[src/rtl/mips_pkg.sv]
// Shared MIPS-side definitions: instruction word width, imem geometry and
// the state encoding of the imem loader FSM.
package mips_pkg;

  localparam int IMEM_ADDR_W = 6;
  localparam int WORD_W      = 32;

  typedef enum logic [1:0] {
    ST_IDLE  = 2'd0,
    ST_RECV  = 2'd1,
    ST_WRITE = 2'd2,
    ST_DONE  = 2'd3
  } loader_state_t;

endpackage

[src/rtl/byte_packer.sv]
// Packs a big-endian byte stream into 32-bit words. The first byte lands in [31:24].
// full flags the byte that completes a word, so the caller can act on the same edge.
module byte_packer
  import mips_pkg::*;
(
  input  logic              clk,
  input  logic              reset,
  input  logic              clr,
  input  logic              shift_en,
  input  logic [7:0]        byte_in,
  output logic [WORD_W-1:0] word_out,
  output logic              full
);

  logic [1:0]        byte_cnt;
  logic [WORD_W-1:0] shreg;

  // NOTE: sequential state uses non-blocking assignments only, so every
  // register samples the pre-edge values of its neighbours.
  always_ff @(posedge clk) begin
    if (reset || clr) begin
      byte_cnt <= '0;
      shreg    <= '0;
    end else if (shift_en) begin
      shreg    <= {shreg[WORD_W-9:0], byte_in};
      byte_cnt <= byte_cnt + 2'd1;
    end
  end

  assign word_out = shreg;
  assign full     = shift_en && (byte_cnt == 2'd3);

endmodule

[src/rtl/imem_loader.sv]
// Instruction-memory loader: packs host bytes into words, writes them to
// consecutive imem addresses and keeps the core off imem while loading.
module imem_loader
  import mips_pkg::*;
#(
  parameter int ADDR_W = IMEM_ADDR_W
) (
  input  logic              clk,
  input  logic              reset,
  input  logic              start,
  input  logic [ADDR_W:0]   len,
  input  logic              in_valid,
  input  logic [7:0]        in_data,
  output logic              in_ready,
  output logic              mem_we,
  output logic [ADDR_W-1:0] mem_addr,
  output logic [WORD_W-1:0] mem_wd,
  output logic              busy,
  output logic              done,
  output logic              err,
  output logic [WORD_W-1:0] checksum
);

  localparam logic [ADDR_W:0] DEPTH_L = {1'b1, {ADDR_W{1'b0}}};
  localparam logic [ADDR_W:0] ONE_L   = {{ADDR_W{1'b0}}, 1'b1};

  loader_state_t   state_q, state_d;
  logic [ADDR_W:0] len_q;
  logic [ADDR_W:0] word_cnt;
  logic [ADDR_W:0] word_cnt_nx;
  logic            start_ok;
  logic            len_legal;
  logic            accept;
  logic            word_full;
  logic            last_word;

  assign start_ok    = start && ((state_q == ST_IDLE) || (state_q == ST_DONE));
  assign len_legal   = (len != '0) && (len <= DEPTH_L);
  assign accept      = in_valid && in_ready;
  assign word_cnt_nx = word_cnt + ONE_L;
  assign last_word   = (word_cnt_nx == len_q);

  assign in_ready = (state_q == ST_RECV);
  assign mem_we   = (state_q == ST_WRITE);
  assign busy     = (state_q == ST_RECV) || (state_q == ST_WRITE);

  byte_packer u_packer (
    .clk      (clk),
    .reset    (reset),
    .clr      (start_ok),
    .shift_en (accept),
    .byte_in  (in_data),
    .word_out (mem_wd),
    .full     (word_full)
  );

  always_ff @(posedge clk) begin
    if (reset) state_q <= ST_IDLE;
    else       state_q <= state_d;
  end

  // NOTE: state_d gets a default before the case so no path leaves it
  // unassigned, which would otherwise infer a latch.
  always_comb begin
    state_d = state_q;
    case (state_q)
      ST_IDLE, ST_DONE: if (start) state_d = len_legal ? ST_RECV : ST_IDLE;
      ST_RECV:          if (word_full) state_d = ST_WRITE;
      ST_WRITE:         state_d = last_word ? ST_DONE : ST_RECV;
      default:          state_d = ST_IDLE;
    endcase
  end

  // On the final word mem_addr keeps the last address instead of stepping past it.
  always_ff @(posedge clk) begin
    if (reset) begin
      len_q    <= '0;
      word_cnt <= '0;
      mem_addr <= '0;
      checksum <= '0;
      done     <= 1'b0;
      err      <= 1'b0;
    end else if (start_ok) begin
      len_q    <= len;
      word_cnt <= '0;
      mem_addr <= '0;
      checksum <= '0;
      done     <= 1'b0;
      err      <= !len_legal;
    end else if (state_q == ST_WRITE) begin
      checksum <= checksum ^ mem_wd;
      word_cnt <= word_cnt_nx;
      if (last_word) done     <= 1'b1;
      else           mem_addr <= word_cnt_nx[ADDR_W-1:0];
    end
  end

endmodule

[config.mk]
export PLATFORM = sky130hd
export DESIGN_NAME = imem_loader
export DESIGN_NICKNAME = d
export VERILOG_FILES = /design/src/rtl/mips_pkg.sv /design/src/rtl/byte_packer.sv /design/src/rtl/imem_loader.sv
export SDC_FILE = /design/constraint.sdc
export NUM_CORES = 1
export LEC_CHECK = 0
export CORE_UTILIZATION = 40
export CTS_CLUSTER_SIZE = 20
export DETAILED_ROUTE_END_ITERATION = 7
export PLACE_DENSITY = 0.76
export REMOVE_ABC_BUFFERS = 1
export SETUP_SLACK_MARGIN = 0.3
export SLEW_MARGIN = 15
export SYNTH_ARGS = -nofsm -noshare
export SYNTH_HDL_FRONTEND = slang
export SYNTH_SLANG_ARGS = --single-unit
[constraint.sdc]
create_clock -name clk -period 4.24 [get_ports clk]
set_input_delay 0.848 -clock clk [delete_from_list [all_inputs] [get_ports clk]]
set_output_delay 0.848 -clock clk [all_outputs]
set_load 0.02 [all_outputs]
; Yosys cells after proc, flatten, opt, wreduce, memory -nomap -nowiden
; Index checks and enable logic that the tools add are counted.
[op_classes]
add_sub_neg = 2
n_lt_le_gt_ge = 1
n_eq_ne = 7
n_mux = 5
bitwise_logic = 2
n_reduce_logical = 15
[ops]
columns = cell, count
row1 = $xor A32 B32 Y32, 1
row2 = $add A7 B1 Y7 const B, 1
row3 = $eq A7 B7 Y1, 1
row4 = $le A7 B7 Y1 const B, 1
row5 = $reduce_bool A7 Y1, 1
row6 = $eq A2 B2 Y1 const B, 3
row7 = $mux W2, 3
row8 = $pmux W2 S3, 1
row9 = $reduce_and A2 Y1, 3
row10 = $logic_and A1 B1 Y1, 4
row11 = $reduce_or A2 Y1, 2
row12 = $logic_or A1 B1 Y1, 3
row13 = $add A2 B1 Y2 const B, 1
row14 = $eq A2 B1 Y1 const B, 1
row15 = $logic_not A2 Y1, 1
row16 = $ne A2 B1 Y1 const B, 1
row17 = $ne A2 B2 Y1 const B, 1
row18 = $logic_not A1 Y1, 1
row19 = $mux W1, 1
row20 = $not A1 Y1, 1
[totals]
regBits = 90
in_bits = 19
out_inout_bits = 75
word_cells = 41

; Depth between registers and ports, before layout
[logic_depth]
ltp_word = 5
depth_mapped = 8
depth_no_buf = 7

; Hierarchy
; A second synthesis with hierarchy kept.
[unflattened]
hier_cells = 398
area_unflattened_um2 = 3742.3
[by_module_without_submodules]
columns = module, instances, cells_per_inst, area_per_inst_um2, seq_area_each_um2
row1 = imem_loader, 1, 285, 2466.1, 1121.1
row2 = byte_packer, 1, 113, 1276.2, 680.7

; Worst setup path after synthesis
; OpenSTA, ideal clock, no wires.
[synth_path]
kind = reg2reg
start = register word_cnt[0]
end = register mem_addr[0]
setup_time_ns = 0.079
arrival_time_ns = 2.059
t_required_ns = 4.161
setup_slack_ns = 2.102
path_stages_with_launch = 7
path_buffers = 0
period_less_slack_ns = 2.138
cell_sequence = dfxtp_1 -> ha_1 -> nand3_2 -> or3_4 -> a211o_1 -> or4_1 -> o211ai_1
[synth_between]
elab_chain_len = 4
[synth_lines]
columns = item, line_no
row1 = from (decl), imem_loader.sv:29  ; logic [ADDR_W:0] word_cnt;
row2 = from (signal assigned), imem_loader.sv:92  ; word_cnt <= word_cnt_nx;
row3 = $add A7 B1 Y7 (*), imem_loader.sv:40  ; assign word_cnt_nx = word_cnt + ONE_L;
row4 = $eq A7 B7 Y1, imem_loader.sv:41  ; assign last_word = (word_cnt_nx == len_q);
row5 = $not A1 Y1 (no source line), --
row6 = $reduce_and A2 Y1 (no source line), --
row7 = to (signal assigned), imem_loader.sv:94  ; else mem_addr <= word_cnt_nx[ADDR_W-1:0];
row8 = to (decl), imem_loader.sv:16  ; output logic [ADDR_W-1:0] mem_addr,
; Every way passes the cells marked *; elsewhere a longest branch is shown, timed or not.
; A chain may end at the register's enable or synchronous reset.

; Final worst setup path
[layout_path]
start = register state_q[0]
end = output port busy
[layout_between]
elab_chain_len = 2
word_cells_on_any_way = 3
cone_classes = 2 x eq/ne / 1 x reduce/logical
[layout_lines]
columns = item, line_no
row1 = from (decl), imem_loader.sv:27  ; loader_state_t state_q, state_d;
row2 = from (signal assigned), imem_loader.sv:59  ; else state_q <= state_d;
row3 = $eq A2 B1 Y1 or $eq A2 B2 Y1 (tied branches), imem_loader.sv:45  ; assign busy = (state_q == ST_RECV) || (state_q == ST_WRITE);
row4 = $logic_or A1 B1 Y1 (*), imem_loader.sv:45
row5 = to (decl), imem_loader.sv:18  ; output logic busy,
; Marked as above.

==> metrics.csv <==
stage;metric;value;unit
clock_network;cts_setup_buffers;0;
pwr;p_per_area;325;mW/mm^2
yosys;avgSynthCellArea;8.36;sq um
grt;grt_antenna_before_repair;0;
sta;max_freq;0.380;GHz
die;die_height;97.7;um
worst_setup_path;worst_setup_path_end_kind;output pin;
yosys;synth-edff-count;0;
sta;slew_violations;0;
sta;tightest_slew;0.650;ns
yosys;async_flop_share;0;
worst_setup_path;crit_required;3.39;ns
status;violations;DRC;
sta;rsz0062_at_grt;false;
clock_network;clk_pin_slew;0.09;ns
clock_network;clockBufferDepth;2;
pwr;combPwrFrac;0.085;
yosys;ys_seq_area_frac;0.492;
yosys;netlist_area;0.00366;sq mm
die;rows;34;
finish;fin_util;0.551;
sta;setup_violations;0;
worst_setup_path;cpMostUsedCell;inv_1;
grt;grt_use_total;0.182;
pwr;p_seq_frac;0.547;
route;wl;8330;um
die;ioPinCount;94;
die;coreArea;0.00881;sq mm
pwr;swShare;0.253;
clock_network;cts_resized;0;
place;hpwl;5740;um
clock_network;numCtsBuffers;9;
pwr;peakVddDrop;0.000138;V
route;first_pass_iters;6;
sta;final.setup_skew;0.00673;ns
clock_network;htreeDepth;3;
die;start_util;0.416;
sta;min_period_over_period;0.620;
pwr;clockPowerShare;0.368;
worst_setup_path;critPathLaunchType;register;
pwr;internal_power;0.00118;W
grt;grt_max_degree;51;
finish;layout-drive-gt1-share;0.0551;
finish;final_cell_mix;127 x nand2_1, 93 x clkdlybuf4s50_1, 90 x dfxtp_1;
finish;syn2layout_area_growth;32.5;%
yosys;synth_cell_types;44;
clock_network;clk_latency;0.36;ns
finish;final_net_count;544;
route;num_vias;3120;
hold_path;hold_class;register to register;
sta;hold_violations;0;
worst_setup_path;crit_slowest_cell;clkdlybuf4s50_1;
finish;diodes;0;
sta;finalCriticalPeriod;2.63;ns
worst_setup_path;path_max_fanout;7;
yosys;ys_ff_latch;90;
worst_setup_path;cpPeakStageDelay;0.61;ns
die;die_w;97.7;um
route;wire_per_inst;13.1;um
yosys;yosysWarnings;0;
grt;first_global_vias;2989;
run;max-cap-violations;0;
pwr;power.leakage;1.65;nW
finish;layout_commonest_cell;nand2_1;
sta;slew_headroom;0.566;
worst_setup_path;crit_type;register to output pin;
pwr;switchingPower;0.000399;W
finish;nFillCells;819;
route;ant_nets;0;
yosys;synth_ff_type;dfxtp_1;
finish;seq_area;0.00180;sq mm
grt;overflow;0;
clock_network;cts_num_sinks;90;
clock_network;cts_root_buffer;clkbuf_8;
route;drc;12;
status;outcome;complete, but fails checks;
worst_setup_path;crit_chain;inv_1 -> ha_2 -> inv_1 -> clkdlybuf4s50_1;
finish;multi_input_area;0.00175;sq mm
die;die-area;0.00954;sq mm
place;io_buffers;93;
grt;grt_pass1_wl;13900;um
route;drt_iter0_drc;109;
clock_network;postCtsHoldBufs;0;
worst_setup_path;worst_ep_arrival_time;1.78;ns
place;routabilityCongestion;0.844;
route;viasPerCell;4.92;
yosys;syn_inst;438;
sta;finalSetupTns;0;ns
clock_network;cts_tree;yes;
[power groups by stage]
stage | Combinational [W] | Sequential [W] | Clock (W)
after CTS | 0.000135 | 0.000864 | 0.000594
after global placement | 0.000132 | 0.000883 | 0
final | 0.000134 | 0.000863 | 0.000580
after floorplan | 0.0000724 | 0.000885 | 0
after global routing | 0.000147 | 0.000865 | 0.000638
after detailed placement | 0.000134 | 0.000883 | 0
[final cells by class]
| class | count | area share |
|---|---|---|
| clock buffer | 10 | 0.0263 |
| sequential | 90 | 0.371 |
| clock inverter | 6 | 0.0137 |
| tap | 108 | 0.0278 |
| timing repair buffer | 96 | 0.196 |
| inverter | 5 | 0.00387 |
| multi-input combinational | 319 | 0.360 |
[kinds of logic (layout without fill, tap and decap cells)]
kind of cell / after synthesis / after routing / share of synthesized area
muxes: 1 / 1 / 0.00273
DFF: 90 / 90 / 0.492
adders and majority gates: 4 / 4 / 0.0137
and+or+nand+nor: 193 / 193 / 0.216
AOI/OAI and AO/OA: 69 / 69 / 0.114
buffers and inverters: 29 / 117 / 0.0321
xor gates and xnor gates: 52 / 52 / 0.129
[through the flow]
step                cells  power [W]  cell area, sq um  hold slack (ns)  setup WS [ns]
floorplan             414   0.000958              3560            0.440           1.68
global placement      618    0.00101              4660            0.446           1.38
detailed placement    618    0.00102              4660            0.460           1.35
CTS                   634    0.00159              4850            0.472           1.59
global route          634    0.00165              4850            0.501           1.52
finish                634    0.00158              4850            0.474           1.61
[worst paths after layout]
check	cells after the start	start	end	slack (ns)
setup / recovery	4	state_q[0]	busy	1.61
hold / removal	2	u_packer.byte_cnt[1]	u_packer.byte_cnt[1]	0.47
setup reg to reg	6	word_cnt[0]	mem_addr[4]	1.83
hold reg to reg	2	u_packer.byte_cnt[1]	u_packer.byte_cnt[1]	0.47
[layer usage]
metal / up-vias / track usage / part of all wire
met3: 27 / 0.0410 / 0.047
met5: - / 0 / 0
met1: 1430 / 0.224 / 0.44
met4: 0 / 0.112 / 0.038
met2: 82 / 0.288 / 0.47
li1: 1581 / - / -
[flip-flops by register name (all words and copies together) (netlist names)]
register	cells
u_packer.byte_cnt	2
mem_addr	6
state_q	2
checksum	32
err	1
len_q	7
word_cnt	7
u_packer.word_out	32
done	1
[worst max-delay path, delay by kind of cell, from the launching register on]
| kind | cells | cell delay, ns |
|---|---|---|
| buffers and inverters | 3 | 0.77 |
| DFF | 1 | 0.34 |
| adders and majority gates | 1 | 0.32 |
[synth_stat cells, types with 2 or more instances]
| master | number | area, sq um |
|---|---|---|
| a21oi_1 | 46 | 230 |
| a31oi_1 | 2 | 12.5 |
| and2_1 | 2 | 12.5 |
| buf_1 | 4 | 15.0 |
| clkbuf_1 | 18 | 67.6 |
| dfxtp_1 | 90 | 1800 |
| ha_1 | 4 | 50.1 |
| inv_1 | 5 | 18.8 |
| nand2_1 | 128 | 480 |
| nor2_1 | 45 | 169 |
| nor3_1 | 3 | 15.0 |
| o211a_1 | 3 | 30.0 |
| o211ai_1 | 2 | 15.0 |
| o21ai_0 | 4 | 20.0 |
| o311ai_0 | 3 | 26.3 |
| or4_1 | 2 | 15.0 |
| xnor2_1 | 13 | 114 |
| xor2_1 | 38 | 333 |
Power figures use the tool's default switching activity.
==> RTL change 1 (config.mk and constraints unchanged) <==
Encoding of `loader_state_t`: now one-hot (4 bits for 4 states).
--- a/src/rtl/mips_pkg.sv
+++ b/src/rtl/mips_pkg.sv
@@ -5,11 +5,11 @@
   localparam int IMEM_ADDR_W = 6;
   localparam int WORD_W      = 32;
 
-  typedef enum logic [1:0] {
-    ST_IDLE  = 2'd0,
-    ST_RECV  = 2'd1,
-    ST_WRITE = 2'd2,
-    ST_DONE  = 2'd3
+  typedef enum logic [3:0] {
+    ST_IDLE  = 4'b0001,
+    ST_RECV  = 4'b0010,
+    ST_WRITE = 4'b0100,
+    ST_DONE  = 4'b1000
   } loader_state_t;
 
 endpackage
Check against the original RTL: no difference found for any inputs over 10 cycles, from zero or initial values and one cycle with reset high; not proved beyond that.
==> RTL change 1 against the unedited design <==
  * Wire length up 8.6%
  * Combinational power fell by 34%
  * Power shrank 3.0%
  * Clock power down 2%
  * Sequential cell count grew 2
  * Hold slack worse by 0.0020 ns
  * Setup slack worse by 0.43 ns
  * Global-route usage increased by 0.40 points
  * Final area rose by 4.5%
  * Largest cell class is now multi-input gates
  * Area after synthesis rose by 5.7%
==> RTL change 1: results <==
export IMPL_crit_start="state_q[3]"
export IMPL_dp_hpwl_mm=6.15
export IMPL_grt_max_degree=38
export IMPL_synth_top_cells_by_area="dfxtp_1, nand2_1, xor2_1"
export IMPL_leakagePower_nw=1.71
export IMPL_status="complete, no violations"
export IMPL_place_ws_ns=1.05
export IMPL_grt_first_pass_wirelength_mm=15.0
export IMPL_worst_pin_slew_ns=1.12
export IMPL_power_internal_mw=1.14
export IMPL_ys_async_sr_fraction=0
export IMPL_viasPerCell=4.94
export IMPL_grt_pass1_vias=3163
export IMPL_fin_ws_ns=1.18
export IMPL_path_delay_family="buffers and inverters"
export IMPL_cp_data_arrival_time_ns=2.21
export IMPL_antenna_found_initial=0
export IMPL_worstPathMaxFanout=12
export IMPL_wire_per_inst_um=13.3
export IMPL_first_pass_iters=4
export IMPL_fin_nets=566
export IMPL_skew_ns=0.0139
export IMPL_synthTopCellsByCount="nand2_1, dfxtp_1, nor2_1, a21oi_1, xor2_1"
export IMPL_placed_cell_area_um2=4880
export IMPL_instances_no_fill=679
export IMPL_drcViolationCount=0
export IMPL_numCtsBuffers=9
export IMPL_drive_above_1_share=0.0527
export IMPL_synth_distinct_cells=49
export IMPL_drt_iter0_markers=136
export IMPL_cts_reportedPaths_clkPinSlew_ns=0.09
export IMPL_crit_slowest_cell="clkdlybuf4s50_1"
export IMPL_reg2reg_slack_ns=1.78
export IMPL_r2r_end="mem_addr[1]"
export IMPL_ir_drop_mv=0.170
export IMPL_avgSynthCellArea_um2=8.34
export IMPL_routabilityCongestion=0.883
export IMPL_fillerInstances=897
export IMPL_yosysSeqAreaShare=0.476
export IMPL_crit_path_end="mem_we"
export IMPL_grtUsageTotal=0.186
export IMPL_dp_cells=663
export IMPL_slowest_delay_ns=0.63
RTL change 1: cell count changes in the layout (fill, tap and decap cells not counted), moves of 3 or more:
cell | before | now
nand2_1 | 127 | 106
nor3_1 | 3 | 6
nor2_1 | 45 | 53
nand3b_1 | 0 | 3
a21oi_1 | 46 | 39
o211a_1 | 3 | 0
o211ai_1 | 2 | 5
clkinvlp_4 | 3 | 0
nand3_1 | 1 | 16
inv_6 | 1 | 5
mux2i_1 | 1 | 8
o21ai_0 | 4 | 7
or3_1 | 0 | 3
RTL change 1: power by group through the flow:
stage          combinational [mW]  sequential, mW  clock, mW
2_1_floorplan              0.0476           0.896          0
4_1_cts                    0.0883           0.876      0.583
6_report                   0.0882           0.876      0.566
3_3_place_gp               0.0855           0.896          0
5_1_grt                    0.0957           0.878      0.620
3_5_place_dp               0.0876           0.896          0
RTL change 1: kinds of logic (layout without fill, tap and decap cells):
| kind of cell | Yosys count | in the layout | synth area share |
|---|---|---|---|
| AO/OA/AOI/OAI | 71 | 71 | 0.113 |
| AND/OR/NAND/NOR | 205 | 205 | 0.227 |
| XOR/XNOR | 51 | 51 | 0.119 |
| multiplexers | 8 | 8 | 0.0207 |
| flip-flops | 92 | 92 | 0.476 |
| buffers and inverters | 35 | 121 | 0.0375 |
| adder cells (fa/ha/maj) | 2 | 2 | 0.00647 |
RTL change 1: worst min path at each step:
stage               cells after the start            startpoint              endpoint  slack (ns)
floorplan                               2  u_packer.byte_cnt[1]  u_packer.byte_cnt[1]        0.44
CTS                                     2  u_packer.byte_cnt[1]  u_packer.byte_cnt[1]        0.47
global placement                        2  u_packer.byte_cnt[1]  u_packer.byte_cnt[1]        0.45
global route                            2  u_packer.byte_cnt[1]  u_packer.byte_cnt[1]        0.48
detailed placement                      2  u_packer.byte_cnt[1]  u_packer.byte_cnt[1]        0.46
finish                                  2  u_packer.byte_cnt[1]  u_packer.byte_cnt[1]        0.47
RTL change 1: area by class of cell:
| class | count | area [um^2] | area share |
|---|---|---|---|
| Clock buffer | 9 | 124 | 0.0244 |
| Clock inverter | 7 | 65.1 | 0.0128 |
| Inverter | 7 | 26.3 | 0.00518 |
| Multi-Input combinational cell | 337 | 1880 | 0.372 |
| Sequential cell | 92 | 1840 | 0.363 |
| Tap cell | 129 | 161 | 0.0318 |
| Timing Repair Buffer | 98 | 968 | 0.191 |
RTL change 1: metal layers:
layer,GRT usage,wire [um],vias up
li1,-,-,1688
met1,0.228,4070,1559
met2,0.306,4270,91
met3,0.0529,564,19
met4,0.0747,148,0
met5,0,0,-
RTL change 1: worst min-delay path: cells and delay by family (launching register included):
family | cells | cell delay, ns
and+or+nand+nor | 1 | 0.06
AOI/OAI and AO/OA | 1 | 0.05
DFF | 1 | 0.32
==> RTL change 2 (config.mk and constraints unchanged) <==
Made on the original files. Set the package constant `WORD_W` to 64 (it was 32).
--- a/src/rtl/mips_pkg.sv
+++ b/src/rtl/mips_pkg.sv
@@ -3,7 +3,7 @@
 package mips_pkg;
 
   localparam int IMEM_ADDR_W = 6;
-  localparam int WORD_W      = 32;
+  localparam int WORD_W      = 64;
 
   typedef enum logic [1:0] {
     ST_IDLE  = 2'd0,
Ports: changed (resized checksum and mem_wd); port bits go from 94 to 158. The function was not compared with the original's and may differ.
==> RTL change 2 against the unedited design <==
  * Via count increased by 58%
  * Highest routed layer unchanged
  * Hold slack lost 0.017 ns
  * Global-route usage rose by 0.57 points
  * Final area up 69%
  * Power is 98% higher
  * Clock power increased to 2.6 times the old value
  * Wire length grew 66%
  * Sequential power is 70% higher
  * Setup slack worse by 0.36 ns
  * Critical path type unchanged
  * Area after synthesis increased by 62%
  * Sequential cell count rose by 64
==> RTL change 2: results <==
export IMPL_status="complete, no violations"
export IMPL_fin_nets=868
export IMPL_synth_mux_area_frac=0.0110
export IMPL_cts_sinks=154
export IMPL_cts_htree_levels=4
export IMPL_grtUsageTotal=0.187
export IMPL_pwr_share_comb=0.053
export IMPL_met3_usage=0.0797
export IMPL_routabilityCongestion=0.803
export IMPL_nMultiInputCombCells=502
export IMPL_n_clock_buffer=21
export IMPL_clk_latency_ns=0.42
export IMPL_p_comb_uw=167
export IMPL_fillerInstances=1331
export IMPL_dp_hpwl_mm=8.98
export IMPL_wl_mm=13.8
export IMPL_avgSynthCellArea_um2=8.38
export IMPL_buf_share=0.197
export IMPL_synth_xor_area_share=0.122
export IMPL_numPortBuffers=157
export IMPL_first_pass_iters=5
export IMPL_power_internal_mw=2.42
export IMPL_inv_count=9
export IMPL_skew_ns=0.00716
export IMPL_leakagePower_nw=2.76
export IMPL_synthTopCellsByCount="nand2_1, dfxtp_1, nor2_1, a21oi_1, xor2_1"
export IMPL_grt_use_met1=0.224
export IMPL_ys_async_sr_fraction=0
export IMPL_drt_iter0_markers=222
export IMPL_placed_cell_area_um2=7610
export IMPL_seq_share=0.376
export IMPL_synth_top_cells_by_area="dfxtp_1, nand2_1, xor2_1"
export IMPL_rows=44
export IMPL_cp_data_arrival_time_ns=2.15
export IMPL_viasPerCell=4.74
export IMPL_synth_compound_area_frac=0.0908
export IMPL_grt_max_degree=85
export IMPL_ir_drop_mv=0.238
export IMPL_yosysSeqAreaShare=0.520
export IMPL_wire_per_inst_um=13.3
export IMPL_multiInputGateArea_um2=2650
export IMPL_numCtsBuffers=17
export IMPL_root_buffer="clkbuf_16"
export IMPL_worstPathMaxFanout=27
export IMPL_drive_above_1_share=0.0513
export IMPL_synth_distinct_cells=36
export IMPL_buffers=161
export IMPL_multi_input_area_share=0.323
export IMPL_grt_first_pass_wirelength_mm=22.2
export IMPL_synthAdderAreaFrac=0.00845
export IMPL_final_clk_cell_share=0.0716
export IMPL_grt_pass1_vias=4600
export IMPL_worst_pin_slew_ns=0.811
export IMPL_cts_reportedPaths_clkPinSlew_ns=0.06
## RTL change 2: changes by cell type after synthesis, sizes merged, moves of 3 or more
cell / before / now
mux2i: 1 / 5
nand2: 128 / 225
a21oi: 46 / 74
o21ai: 4 / 1
inv: 5 / 9
nor2: 45 / 78
clkbuf: 19 / 37
xor2: 38 / 68
dfxtp: 90 / 154
## RTL change 2: per-layer routing
metal | part of all wire | vias to the layer above | routed length (um)
li1 | - | 2512 | -
met1 | 0.45 | 2289 | 6220
met2 | 0.46 | 119 | 6340
met3 | 0.074 | 17 | 1030
met4 | 0.016 | 0 | 221
met5 | 0 | - | 0
## RTL change 2: final timing paths
path                                   from          end  slack (ns)  depth (start not counted)
worst max-delay path             state_q[0]       mem_we        1.25                          3
worst min-delay path            mem_addr[0]  mem_addr[0]        0.46                          2
worst max register to register  word_cnt[0]  mem_addr[2]        1.81                          6
worst min register to register  mem_addr[0]  mem_addr[0]        0.46                          2
## RTL change 2: worst max-delay path: stages, from the launching register on
cell,delay [ns]
dfxtp_1,0.32
inv_1,0.06
ha_2,0.56
clkdlybuf4s50_1,0.77
## RTL change 2: per-stage QoR
stage / hold slack [ns] / setup slack, ns
after floorplan: 0.440 / 0.480
after CTS: 0.459 / 1.18
after global routing: 0.483 / 1.11
final: 0.457 / 1.25
after global placement: 0.445 / 1.35
after detailed placement: 0.452 / 1.33
## RTL change 2: logic make-up after synthesis
| logic type | after synthesis |
|---|---|
| AND/OR/NAND/NOR | 323 |
| flip-flops | 154 |
| AO/OA/AOI/OAI | 88 |
| XOR/XNOR | 81 |
| buffers and inverters | 51 |
| multiplexers | 6 |
| adder cells (fa/ha/maj) | 4 |
